==> src/rtl/mux_rr_feeder_if.sv <==
// mux_rr_feeder_if: request/ack, mux select/feedback and output handshake bundle
// for the round-robin mux feeder. The master side is the arbiter itself.
interface mux_rr_feeder_if #(
    parameter int W = 4
);
    logic [3:0]   req;
    logic [3:0]   ack;
    logic [1:0]   sel;
    logic [W-1:0] mux_o;
    logic [W-1:0] o_data;
    logic         o_valid;
    logic         o_ready;
    logic [1:0]   o_src;
    logic [31:0]  grant_cnt;

    modport master (
        input  req, mux_o, o_ready,
        output ack, sel, o_data, o_valid, o_src, grant_cnt
    );

    modport slave (
        output req, mux_o, o_ready,
        input  ack, sel, o_data, o_valid, o_src, grant_cnt
    );
endinterface

==> src/rtl/mux_rr_feeder.sv <==
// mux_rr_feeder: round-robin arbiter driving an external 4-to-1 mux select and
// capturing the mux output into a one-entry valid/ready output register.
// Optional per-producer saturating grant counters: define MUX_RR_FEEDER_STATS_EN.
module mux_rr_feeder #(
    parameter int W = 4
) (
    input  logic           clk,
    input  logic           rst,
    mux_rr_feeder_if.master bus
);
    typedef enum logic {EMPTY = 1'b0, FULL = 1'b1} state_t;

    state_t       state_q, state_d;
    logic [1:0]   ptr_q, ptr_d;
    logic [1:0]   last_sel_q, last_sel_d;
    logic [1:0]   src_q, src_d;
    logic [W-1:0] data_q, data_d;

    logic [1:0]   winner;
    logic         any_req;
    logic         can_take;
    logic         take;

    // Winner: first requester scanning from ptr upward, modulo 4
    always_comb begin
        logic       found;
        logic [1:0] idx;
        winner = '0;
        found  = 1'b0;
        for (int unsigned k = 0; k < 4; k++) begin
            idx = ptr_q + 2'(k);
            if (!found && bus.req[idx]) begin
                winner = idx;
                found  = 1'b1;
            end
        end
    end

    assign any_req  = |bus.req;
    assign can_take = (state_q == EMPTY) || bus.o_ready;
    assign take     = can_take && any_req;

    // Combinational ack/sel; both forced low while reset is asserted
    always_comb begin
        bus.ack = '0;
        bus.sel = '0;
        if (!rst) begin
            if (take)
                bus.ack[winner] = 1'b1;
            bus.sel = any_req ? winner : last_sel_q;
        end
    end

    // Next-state: capture on take, otherwise drain or hold
    always_comb begin
        state_d    = state_q;
        ptr_d      = ptr_q;
        last_sel_d = last_sel_q;
        src_d      = src_q;
        data_d     = data_q;
        if (take) begin
            state_d    = FULL;
            data_d     = bus.mux_o;
            src_d      = winner;
            ptr_d      = winner + 2'd1;
            last_sel_d = winner;
        end else if (state_q == FULL && bus.o_ready) begin
            state_d = EMPTY;
        end
    end

    // Output register, priority pointer and last select
    always_ff @(posedge clk or posedge rst) begin
        if (rst) begin
            state_q    <= EMPTY;
            ptr_q      <= '0;
            last_sel_q <= '0;
            src_q      <= '0;
            data_q     <= '0;
        end else begin
            state_q    <= state_d;
            ptr_q      <= ptr_d;
            last_sel_q <= last_sel_d;
            src_q      <= src_d;
            data_q     <= data_d;
        end
    end

    assign bus.o_valid = (state_q == FULL);
    assign bus.o_data  = data_q;
    assign bus.o_src   = src_q;

`ifdef MUX_RR_FEEDER_STATS_EN
    logic [7:0] cnt_q [4];
    logic [7:0] cnt_d [4];

    // Per-producer grant counters, saturating at 255
    always_comb begin
        for (int unsigned i = 0; i < 4; i++) begin
            cnt_d[i] = cnt_q[i];
            if (take && winner == 2'(i) && cnt_q[i] != 8'hFF)
                cnt_d[i] = cnt_q[i] + 8'd1;
        end
    end

    // Counter registers
    always_ff @(posedge clk or posedge rst) begin
        if (rst) begin
            for (int unsigned i = 0; i < 4; i++)
                cnt_q[i] <= '0;
        end else begin
            for (int unsigned i = 0; i < 4; i++)
                cnt_q[i] <= cnt_d[i];
        end
    end

    assign bus.grant_cnt = {cnt_q[3], cnt_q[2], cnt_q[1], cnt_q[0]};
`else
    assign bus.grant_cnt = '0;
`endif
endmodule
==> src/flat_wrapper.sv <==
// flat-port wrapper written by rule: the top's interface ports become plain ports
module mux_rr_feeder_flat 
#(
    parameter int W = 4
)
  (clk, rst, bus_req, bus_mux_o, bus_o_ready, bus_ack, bus_sel, bus_o_data, bus_o_valid, bus_o_src, bus_grant_cnt);
  mux_rr_feeder_if #(.W(W)) bus_i ();
  input  logic clk;
  input  logic rst;
  input wire logic [$bits(bus_i.req)-1:0] bus_req;
  input wire logic [$bits(bus_i.mux_o)-1:0] bus_mux_o;
  input wire logic [$bits(bus_i.o_ready)-1:0] bus_o_ready;
  output wire logic [$bits(bus_i.ack)-1:0] bus_ack;
  output wire logic [$bits(bus_i.sel)-1:0] bus_sel;
  output wire logic [$bits(bus_i.o_data)-1:0] bus_o_data;
  output wire logic [$bits(bus_i.o_valid)-1:0] bus_o_valid;
  output wire logic [$bits(bus_i.o_src)-1:0] bus_o_src;
  output wire logic [$bits(bus_i.grant_cnt)-1:0] bus_grant_cnt;
  assign bus_i.req = bus_req;
  assign bus_i.mux_o = bus_mux_o;
  assign bus_i.o_ready = bus_o_ready;
  assign bus_ack = bus_i.ack;
  assign bus_sel = bus_i.sel;
  assign bus_o_data = bus_i.o_data;
  assign bus_o_valid = bus_i.o_valid;
  assign bus_o_src = bus_i.o_src;
  assign bus_grant_cnt = bus_i.grant_cnt;
  mux_rr_feeder #(.W(W)) u_core (.clk(clk), .rst(rst), .bus(bus_i));
endmodule
==> config.mk <==
export PLATFORM = sky130hd
export DESIGN_NAME = mux_rr_feeder_flat
export DESIGN_NICKNAME = d
export VERILOG_FILES = /design/src/rtl/mux_rr_feeder_if.sv /design/src/rtl/mux_rr_feeder.sv /design/src/flat_wrapper.sv
export SDC_FILE = /design/constraint.sdc
export NUM_CORES = 1
export LEC_CHECK = 0
export ABC_AREA = 1
export CORE_MARGIN = 3
export CORE_UTILIZATION = 39
export CTS_BUF_LIST = sky130_fd_sc_hd__clkbuf_16
export DETAILED_ROUTE_END_ITERATION = 12
export GPL_ROUTABILITY_DRIVEN = 0
export MAX_ROUTING_LAYER = met4
export PLACE_DENSITY = 0.8
export SYNTH_ARGS = -nofsm -noshare
export SYNTH_HDL_FRONTEND = slang
export SYNTH_SLANG_ARGS = --single-unit
export TNS_END_PERCENT = 10
==> constraint.sdc <==
create_clock -name clk -period 1.9 [get_ports clk]
set_input_delay 0.19 -clock clk [delete_from_list [all_inputs] [get_ports clk]]
set_output_delay 0.19 -clock clk [all_outputs]
set_load 0.03 [all_outputs]
==> impl_results.md, run 1 <==
- Synth unique cells: 22
- Die Area: around 0.0034 mm²
- Average size of a mapped cell: approximately 6.8 µm²
- Peak supply drop: between 900 and 1000 µV
- Global-route wire length before repair: around 3300 µm
- Synth top cells by count: nand2_1, buf_4, nand2_2
- Clk pin slew, worst setup/hold paths: 0.04 ns
- Area Growth Syn to Fin: 28.8%
- Sequential area share after synthesis: between 20% and 30%
- Startpoint Class: input pin
- Top_reg_cell synth: dfrtp_1
- Drt wl/cell: 9.65 µm
- RSZ-0062 raised after global routing: yes
- Layout cells sized above 1: 31.1%
- Pwr dens: about 1600 mW/mm²
- Crit-path max FO: 4
- Sw power: around 1.1 mW
- Post-DP HPWL: roughly 1600 µm
- Worst hold path class: in2async
- Most numerous cell in the Yosys netlist: nand2_1
- Final ANT Viol Nets: 0
- Peak Freq: 0.488 GHz
- Number of inserted diodes: 0
- Clock share of power: 16.8%
- Initial DRT Pass Iterations: 4
- Vias in the first global route: between 700 and 800
- Dominant cell type by area after synthesis: buf_4
- Crit path cell chain: clkdlybuf4s50_1 > nor4_1 > buf_4 > inv_1 > nor2_1 > o21ai_1 > inv_1 > buf_4
- Crit. End Element: output port
- Crit path required time: between 1.5 and 2 ns
- Final Hold Slack: roughly 0.33 ns
- Minimum clock period: 2.05 ns
- Register bit count reported by yosys: 9
- Total core area: about 0.0025 mm²
- Via count: 935
- Yosys warning count: 0
- Final WS setup: -0.148 ns
- Num CTS Buffers: 3
- Initial antenna violation count: 0
- Max-Cap Viols: 0
- TritonCTS clock tree: done
- Switch share: between 50% and 60%
- GRT Total Usage: 12.5%
- Largest cells by area after synthesis: buf_4, dfrtp_1, nand2_1
- Max-slew violations: 0
- Fill cell count: around 230
- Vias per cell: 4.19
- Starting Density: between 40% and 50%
- Arr. time, crit path: approximately 1.9 ns
- Die Wd: between 50 and 60 µm
- Total internal power: ~1.1 mW
- Clock Skews: around 0.002 ns
- Total grt overflow: 0
- H-tree Lvls: 1
- CTS max path bufs: 2
- Leak: 0.763 nW
- Violations in the final reports: setup timing
- Ys async rst share: 100%
- Final WL: 2150 µm
- Top cell type's share of synthesized area: a little under a quarter
- Critical path class: in2out
- Cell Area, Synth: between 0.001 and 0.0015 mm²
- DRC Markers: 0
- Slowest cell on crit path: clkdlybuf4s50_1
- Crit-path max cell delay: 0.50 ns
- Clock Latency Late Sink: between 0.2 and 0.25 ns
- Setup-failing EPs final: 6
- Post-synth EDFFs: 0
- PortBufs: 23
- Reg power frac: between 10% and 20%
- Hold-fix buffers, CTS: 0
- Outcome: complete, but fails checks
- Chip height: 58.2 µm
- Largest net degree at the start of global routing: 12
- Io pins: 56
- Post-place setup slack: -0.0958 ns
- Cells after Synth: about 160
- Clock root buffer: clkbuf_16
- Final Hold Viols: 0
- Row count: 18
- CTS Sinks: 9
- Period utilization: 108%
- Initial drt markers: 12
- Combinational power share: a little over two thirds
- Fin nets: 205
-- sequential cells by signal, summed over array words and instances (netlist names) --
register            count
u_core.last_sel_q       2
u_core.bus.o_data       4
u_core.bus.o_valid      1
u_core.ptr_q            2
-- power groups by stage --
stage / Combinational, mW / Clock, mW / Sequential (mW)
6_report: 1.56 / 0.377 / 0.301
5_1_grt: 1.71 / 0.390 / 0.311
4_1_cts: 1.46 / 0.380 / 0.293
3_5_place_dp: 1.43 / 0 / 0.286
3_3_place_gp: 1.41 / 0 / 0.285
2_1_floorplan: 1.10 / 0 / 0.340
-- final timing paths --
kind	start	to	slack, ns	depth (start not counted)
min in group clk	u_core.bus.o_data[3]$_DFFE_PP0N_	u_core.bus.o_data[3]$_DFFE_PP0N_	0.46	2
setup reg to reg	u_core.ptr_q[0]$_DFFE_PP0N_	u_core.ptr_q[1]$_DFFE_PP0N_	0.13	14
setup / recovery	bus_req[0]	bus_sel[1]	-0.15	8
hold / removal	rst	u_core.last_sel_q[1]$_DFFE_PP0N_	0.33	2
hold reg to reg	u_core.bus.o_data[3]$_DFFE_PP0N_	u_core.bus.o_data[3]$_DFFE_PP0N_	0.46	2
max in group asynchronous	rst	u_core.ptr_q[1]$_DFFE_PP0N_	1.23	3
-- placed cells by master, fill, tap and decap left out, drive strengths merged --
cell type,count
nand2,65
conb,32
buf,19
clkdlybuf4s50,16
inv,16
dfrtp,9
nand3,9
nor2,8
o21ai,7
clkbuf,3
nor3,2
clkinv,2
a21oi,2
nor4,1
o211ai,1
dlymetal6s2s,1
-- critical path, delay by kind of cell --
family / cells / cell delay, ns
buffers and inverters: 5 / 0.96
and+or+nand+nor: 2 / 0.60
AOI/OAI and AO/OA: 1 / 0.10
-- routing by layer --
metal,routed length [µm],up-vias,GRT usage (%),share of wire (%)
li1,-,489,-,-
met1,875,412,15.9,41
met2,1090,31,19.8,51
met3,163,3,3.34,7.6
met4,21,0,2.98,0.98
met5,0,-,-,0
-- logic make-up (layout without fill, tap and decap cells) --
family / count (synthesis) / count (layout) / share of synthesized area, %
AND/OR/NAND/NOR: 85 / 85 / 41.0
buffers and inverters: 52 / 57 / 32.1
AO/OA/AOI/OAI: 10 / 10 / 5.31
flip-flops: 9 / 9 / 21.2
other: 1 / 32 / 0.353
-- timing repair --
item | 4_1_cts | 5_1_grt
setup endpoints to repair | 6 | 6
gates resized for setup | 8 | 6
pin swaps | 0 | 4
cloned | 0 | 1
setup buffers | 0 | 4
-- layout make-up --
| type | count | area [µm²] | share of cell area [%] |
|---|---|---|---|
| Clock buffer | 3 | 75.1 | 5.49 |
| Sequential cell | 9 | 228 | 16.7 |
| Clock inverter | 1 | 5.00 | 0.366 |
| Timing Repair Buffer | 36 | 320 | 23.4 |
| Inverter | 17 | 73.8 | 5.40 |
| Tap cell | 30 | 37.5 | 2.75 |
| Multi-Input combinational cell | 127 | 627 | 45.9 |
-- metrics by stage --
step	power, mW	setup TNS, ns	std cells	util (%)	area [µm²]
2_1_floorplan	1.44	0	188	-	1180
4_1_cts	2.13	-0.654	218	52.3	1320
5_1_grt	2.41	-1.35	223	54.2	1370
3_5_place_dp	1.71	-0.735	214	48.2	1220
3_3_place_gp	1.70	-0.465	214	48.2	1220
6_report	2.24	-0.709	223	54.2	1370
(Power assumes the default switching activity.)
==> run 2: changes to the inputs <==
==> constraint.sdc (replaced) <==
create_clock -name clk -period 1.9 [get_ports clk]
set_input_delay 0.475 -clock clk [delete_from_list [all_inputs] [get_ports clk]]
set_output_delay 0.475 -clock clk [all_outputs]
set_load 0.03 [all_outputs]
==> impl_results.md, run 2 (synthesis results as in run 1) <==
- Outcome: complete, but fails checks
- Violations in the final reports: setup timing
- Reg2reg start: u_core.ptr_q[0]$_DFFE_PP0N_
- Post-DP HPWL: around 1800 µm
- Crit-path max FO: 9
- Die Wd: 58.2 µm
- Sw power: 1.17 mW
- Num CTS Buffers: 3
- Total internal power: about 1.2 mW
- Arr. time, crit path: about 1.9 ns
- Layout cells sized above 1: approximately 33%
- Fin nets: 207
- Die Area: 0.00338 mm²
- Via count: about 960
- Drt wl/cell: about 9.5 µm
- Total core area: ~0.0025 mm²
- Fill cell count: 241
- CTS max path bufs: 2
- Clock root buffer: clkbuf_16
- Setup-failing EPs final: 6
- Hold-fix buffers, CTS: 0
- Minimum clock period: 2.32 ns
- Initial drt markers: 19
- PortBufs: 23
- Period utilization: 122%
- Chip height: ~58 µm
- TritonCTS clock tree: done
- Clock share of power: 15.9%
- Initial DRT Pass Iterations: 4
- DRC Markers: 0
- Crit path required time: 1.42 ns
- Most frequent cells in the layout: nand2_1, conb_1, nand2_2
- Final Hold Viols: 0
- Starting Density: between 40% and 50%
- Hold path startpoint: u_core.bus.o_data[3]$_DFFE_PP0N_
- Final Hold Slack: around 0.47 ns
- GRT Total Usage: 13.5%
- Startpoint Class: register
- Critical path class: reg2out
- Initial antenna violation count: 0
- Combinational power share: a little under three quarters
- Reg power frac: about an eighth
- CTS Sinks: 9
- Max-Cap Viols: 0
- Vias in the first global route: roughly 830
- Row count: 18
- Most common cell after layout, fill and taps aside: nand2_1
- Crit. End Element: output port
- Largest net degree at the start of global routing: 10
- Io pins: 56
- Clk pin slew, worst setup/hold paths: approximately 0.040 ns
- Max-slew violations: 0
- Switch share: 50.4%
- Leak: slightly below 0.8 nW
- Vias per cell: ~4.3
- Worst hold path class: reg2reg
- Pwr dens: 1640 mW/mm²
- Area Growth Syn to Fin: 33.4%
- Clock Latency Late Sink: between 0.2 and 0.25 ns
- Peak Freq: roughly 0.43 GHz
- Final ANT Viol Nets: 0
- Critical Path Source: u_core.ptr_q[0]$_DFFE_PP0N_
- Final WL: approximately 2100 µm
- Global-route wire length before repair: 3470 µm
- Post-place setup slack: -0.672 ns
- H-tree Lvls: 1
- Total grt overflow: 0
- Number of inserted diodes: 0
- Clock Skews: approximately 0.0028 ns
- RSZ-0062 raised after global routing: yes
- Final WS setup: -0.422 ns
- Peak supply drop: approximately 1000 µV
- Max reg flops: 4
-- run 2: power by group through the flow --
stage               registers (mW)  logic, mW  clock network [mW]
finish                       0.287       1.66               0.368
global route                 0.295       1.82               0.396
CTS                          0.280       1.61               0.377
detailed placement           0.281       1.57                   0
global placement             0.283       1.55                   0
floorplan                    0.342       1.15                   0
-- run 2: metrics by stage --
step | area [µm²] | std cells | util, % | TNS, ns | total power, mW
finish | 1420 | 225 | 56.1 | -2.21 | 2.32
CTS | 1380 | 225 | 54.7 | -2.48 | 2.26
global route | 1420 | 225 | 56.1 | -2.96 | 2.51
floorplan | 1200 | 188 | - | -0.197 | 1.49
global placement | 1290 | 220 | 51.1 | -5.64 | 1.83
detailed placement | 1290 | 220 | 51.1 | -5.70 | 1.85
-- run 2: path summary, 6_finish.rpt --
path                                               endpoint  slack (ns)  cells after the start
setup / recovery                                 bus_ack[2]       -0.42                     13
hold / removal             u_core.bus.o_data[3]$_DFFE_PP0N_        0.47                      2
setup reg to reg                u_core.ptr_q[1]$_DFFE_PP0N_        0.29                     13
hold reg to reg            u_core.bus.o_data[3]$_DFFE_PP0N_        0.47                      2
max in group asynchronous       u_core.ptr_q[1]$_DFFE_PP0N_        1.09                      3
min in group asynchronous  u_core.last_sel_q[0]$_DFFE_PP0N_        0.48                      2
-- run 2: per-layer routing --
layer,vias to the layer above,track usage [%],routed length (µm)
met5,-,-,0
met4,0,4.97,34
met3,5,2.67,114
met2,30,22.4,1130
met1,433,16.0,855
li1,489,-,-
-- run 2: timing repair --
item,CTS,global route
gates resized for setup,7,12
setup endpoints to repair,11,6
pin swaps,2,2
buffers inserted,1,0
-- run 2: area by class of cell --
class                   instances  area (µm²)  area share (%)
clock inverters                 1        3.75           0.265
inverters                      17        68.8            4.86
flip-flops and latches          9         226            16.0
clock buffers                   3        75.1            5.31
well taps                      30        37.5            2.65
repair buffers                 38         342            24.1
multi-input cells             127         662            46.8
-- run 2: critical path: stages (launching register included) --
cell     delay [ns]
dfrtp_1        0.40
buf_6          0.16
nand2_2        0.07
nand2_1        0.06
nand2_2        0.09
nand2_4        0.06
inv_4          0.08
nand2_2        0.06
nor2_4         0.09
nand2_1        0.09
nand2_4        0.10
nand3_2        0.10
nor2_4         0.13
buf_6          0.13
==> run 3: changes to the inputs <==
--- a/config.mk
+++ b/config.mk
@@ -5,14 +5,15 @@
 export SDC_FILE = /design/constraint.sdc
 export NUM_CORES = 1
 export LEC_CHECK = 0
-export ABC_AREA = 1
+export CAP_MARGIN = 20
 export CORE_MARGIN = 3
-export CORE_UTILIZATION = 39
+export CORE_UTILIZATION = 33
 export CTS_BUF_LIST = sky130_fd_sc_hd__clkbuf_16
+export CTS_CLUSTER_DIAMETER = 120
 export DETAILED_ROUTE_END_ITERATION = 12
 export GPL_ROUTABILITY_DRIVEN = 0
 export MAX_ROUTING_LAYER = met4
-export PLACE_DENSITY = 0.8
+export PLACE_DENSITY = 0.79
 export SYNTH_ARGS = -nofsm -noshare
 export SYNTH_HDL_FRONTEND = slang
 export SYNTH_SLANG_ARGS = --single-unit
==> impl_results.md, run 3 <==
- Outcome: complete, but fails checks
- Violations in the final reports: setup timing
- Clock Latency Late Sink: between 0.2 and 0.25 ns
- Crit-path max FO: 4
- Io pins: 56
- Critical path class: reg2out
- H-tree Lvls: 1
- Crit path buf inv count: 4
- Pwr dens: 1060 mW/mm²
- Average size of a mapped cell: just over 8 µm²
- Row count: 16
- Worst hold path class: reg2reg
- Final ANT Viol Nets: 0
- Leak: between 0.6 and 0.7 nW
- Post-DP HPWL: about 1300 µm
- Total grt overflow: 0
- Synth top cells by count: buf_4, nand2_1, dfrtp_1
- Num CTS Buffers: 3
- TritonCTS clock tree: done
- Total core area: 0.00204 mm²
- Post-layout util: between 50% and 60%
- Max-slew violations: 0
- Final WL: roughly 1800 µm
- Yosys warning count: 0
- Top cell type's share of synthesized area: roughly a third
- Setup TNS Final: -0.858 ns
- Cells after Synth: 91
- Sequential area share after synthesis: 30.2%
- Clk pin slew, worst setup/hold paths: about 0.04 ns
- Post-route cell area: about 0.0012 mm²
- GRT Total Usage: between 10 and 15%
- Clock Skews: 0.00216 ns
- Ys async rst share: 100%
- Slowest cell on crit path: dfrtp_1
- Dominant cell type by area after synthesis: buf_4
- Setup-failing EPs final: 6
- Minimum clock period: 2.08 ns
- Area Growth Syn to Fin: 63.4%
- Post-synth EDFFs: 0
- Max-Cap Viols: 0
- Starting Density: between 30% and 40%
- Peak supply drop: 681 µV
- Crit-path max cell delay: around 0.37 ns
- Most numerous cell in the Yosys netlist: buf_4
- Synth unique cells: 21
- Vias per cell: 4.04
- Register area: around 230 µm²
- Number of inserted diodes: 0
- Crit path cell chain: buf_4 > nor2b_4 > o32a_4 > buf_6 > inv_4 > nor4_4 > buf_4
- Drt wl/cell: ~11 µm
- CP top delay family: buffers and inverters
- Cell Area, Synth: 746 µm²
- Fin nets: 147
- Top_reg_cell synth: dfrtp_1
- Most frequent cells in the layout: conb_1, nand2_1, buf_4
- CTS max path bufs: 2
- Fill cell count: around 190
- Peak Freq: approximately 0.48 GHz
- Largest cells by area after synthesis: buf_4, dfrtp_1, nand2_1
- Placed instance area: slightly above 0.001 mm²
- Chip height: between 50 and 60 µm
- Register bit count reported by yosys: 9
- Max reg flops: 4
- Final WS setup: -0.180 ns
- Die Wd: 53.5 µm
- Most frequent CP cell: buf_4
- Arr. time, crit path: roughly 1.6 ns
- Period utilization: 109%
- Placed insts: about 150
- Via count: ~650
- Initial drt markers: 8
- Global-route wire length before repair: a little under 3000 µm
- Startpoint Class: register
- CTS Sinks: 9
- Crit. End Element: output port
- Most common cell after layout, fill and taps aside: conb_1
- Final Hold Viols: 0
- Crit path required time: about 1.4 ns
- Initial antenna violation count: 0
- PortBufs: 23
- DRC Markers: 0
- Layout cells sized above 1: 39.3%
- Vias in the first global route: roughly 650
- Post-place setup slack: -0.856 ns
- Die Area: between 0.002 and 0.003 mm²
- Initial DRT Pass Iterations: 2
- Clock root buffer: clkbuf_16
- RSZ-0062 raised after global routing: yes
- Largest net degree at the start of global routing: 12
- Hold-fix buffers, CTS: 0
- Area occupied by multi-input gates: roughly 470 µm²
- Finished Layout Cells: between 150 and 200
## run 3: cell count changes after synthesis, moves of 3 or more
| cell | previous run | this run |
|---|---|---|
| nand2_1 | 45 | 17 |
| buf_6 | 3 | 0 |
| o21ai_0 | 5 | 2 |
| nand2_2 | 17 | 0 |
| nand3_1 | 6 | 1 |
| inv_1 | 14 | 4 |
| nand3_2 | 3 | 0 |
| a21oi_1 | 1 | 6 |
| nand2_4 | 3 | 0 |
## run 3: area by class of cell
cell class | count | share of cell area (%)
inverter | 4 | 1.44
sequential | 9 | 18.5
timing repair buffer | 42 | 31.9
tap | 27 | 2.77
clock buffer | 3 | 6.16
multi-input combinational | 76 | 38.9
clock inverter | 1 | 0.308
## run 3: what timing repair did
item	in CTS	in global routing
setup endpoints to repair	10	6
pin swaps	6	2
setup buffers	4	1
resized for setup	47	2
## run 3: final timing paths
path | cells past startpoint | slack, ns | startpoint | endpoint
worst max-delay path | 7 | -0.18 | u_core.ptr_q[0]$_DFFE_PP0N_ | bus_ack[3]
worst min-delay path | 2 | 0.48 | u_core.bus.o_data[0]$_DFFE_PP0N_ | u_core.bus.o_data[0]$_DFFE_PP0N_
worst max register to register | 7 | 0.46 | u_core.ptr_q[0]$_DFFE_PP0N_ | u_core.ptr_q[1]$_DFFE_PP0N_
worst min register to register | 2 | 0.48 | u_core.bus.o_data[0]$_DFFE_PP0N_ | u_core.bus.o_data[0]$_DFFE_PP0N_
max in group asynchronous | 4 | 0.96 | rst | u_core.bus.o_data[1]$_DFFE_PP0N_
min in group asynchronous | 4 | 0.80 | rst | u_core.bus.o_data[2]$_DFFE_PP0N_
## run 3: metal layers
| layer | wire length, µm | up-vias | part of all wire (%) | global-route usage [%] |
|---|---|---|---|---|
| met1 | 631 | 298 | 35 | 15.8 |
| met4 | 0 | 0 | 0 | 5.11 |
| met3 | 184 | 0 | 10 | 2.77 |
| met2 | 980 | 37 | 55 | 26.5 |
| met5 | 0 | - | 0 | - |
| li1 | - | 319 | - | - |
## run 3: metrics by stage
step                total power [mW]  hold slack (ns)
finish                          1.29            0.481
global route                    1.36            0.517
CTS                             1.28            0.488
detailed placement             0.815            0.469
global placement               0.802            0.463
floorplan                      0.657            0.318
## run 3: report_power, final
group / internal [mW] / switching (mW)
sequential: 0.233 / 0.0278
combinational: 0.287 / 0.384
clock: 0.274 / 0.0831
## run 3: worst min-delay path: stages, from the launching register on
cell     delay, ns
dfrtp_1       0.34
nand2_1       0.05
nand2_1       0.06
## run 3: cells by family (layout without fill, tap and decap cells)
| kind of cell | after synthesis | count (layout) | synth area share, % |
|---|---|---|---|
| other cells | 1 | 32 | 0.503 |
| buf+inv | 37 | 50 | 35.2 |
| flops | 9 | 9 | 30.2 |
| compound gates | 14 | 14 | 14.4 |
| xor+xnor | 1 | 1 | 1.17 |
| simple gates | 29 | 29 | 18.5 |
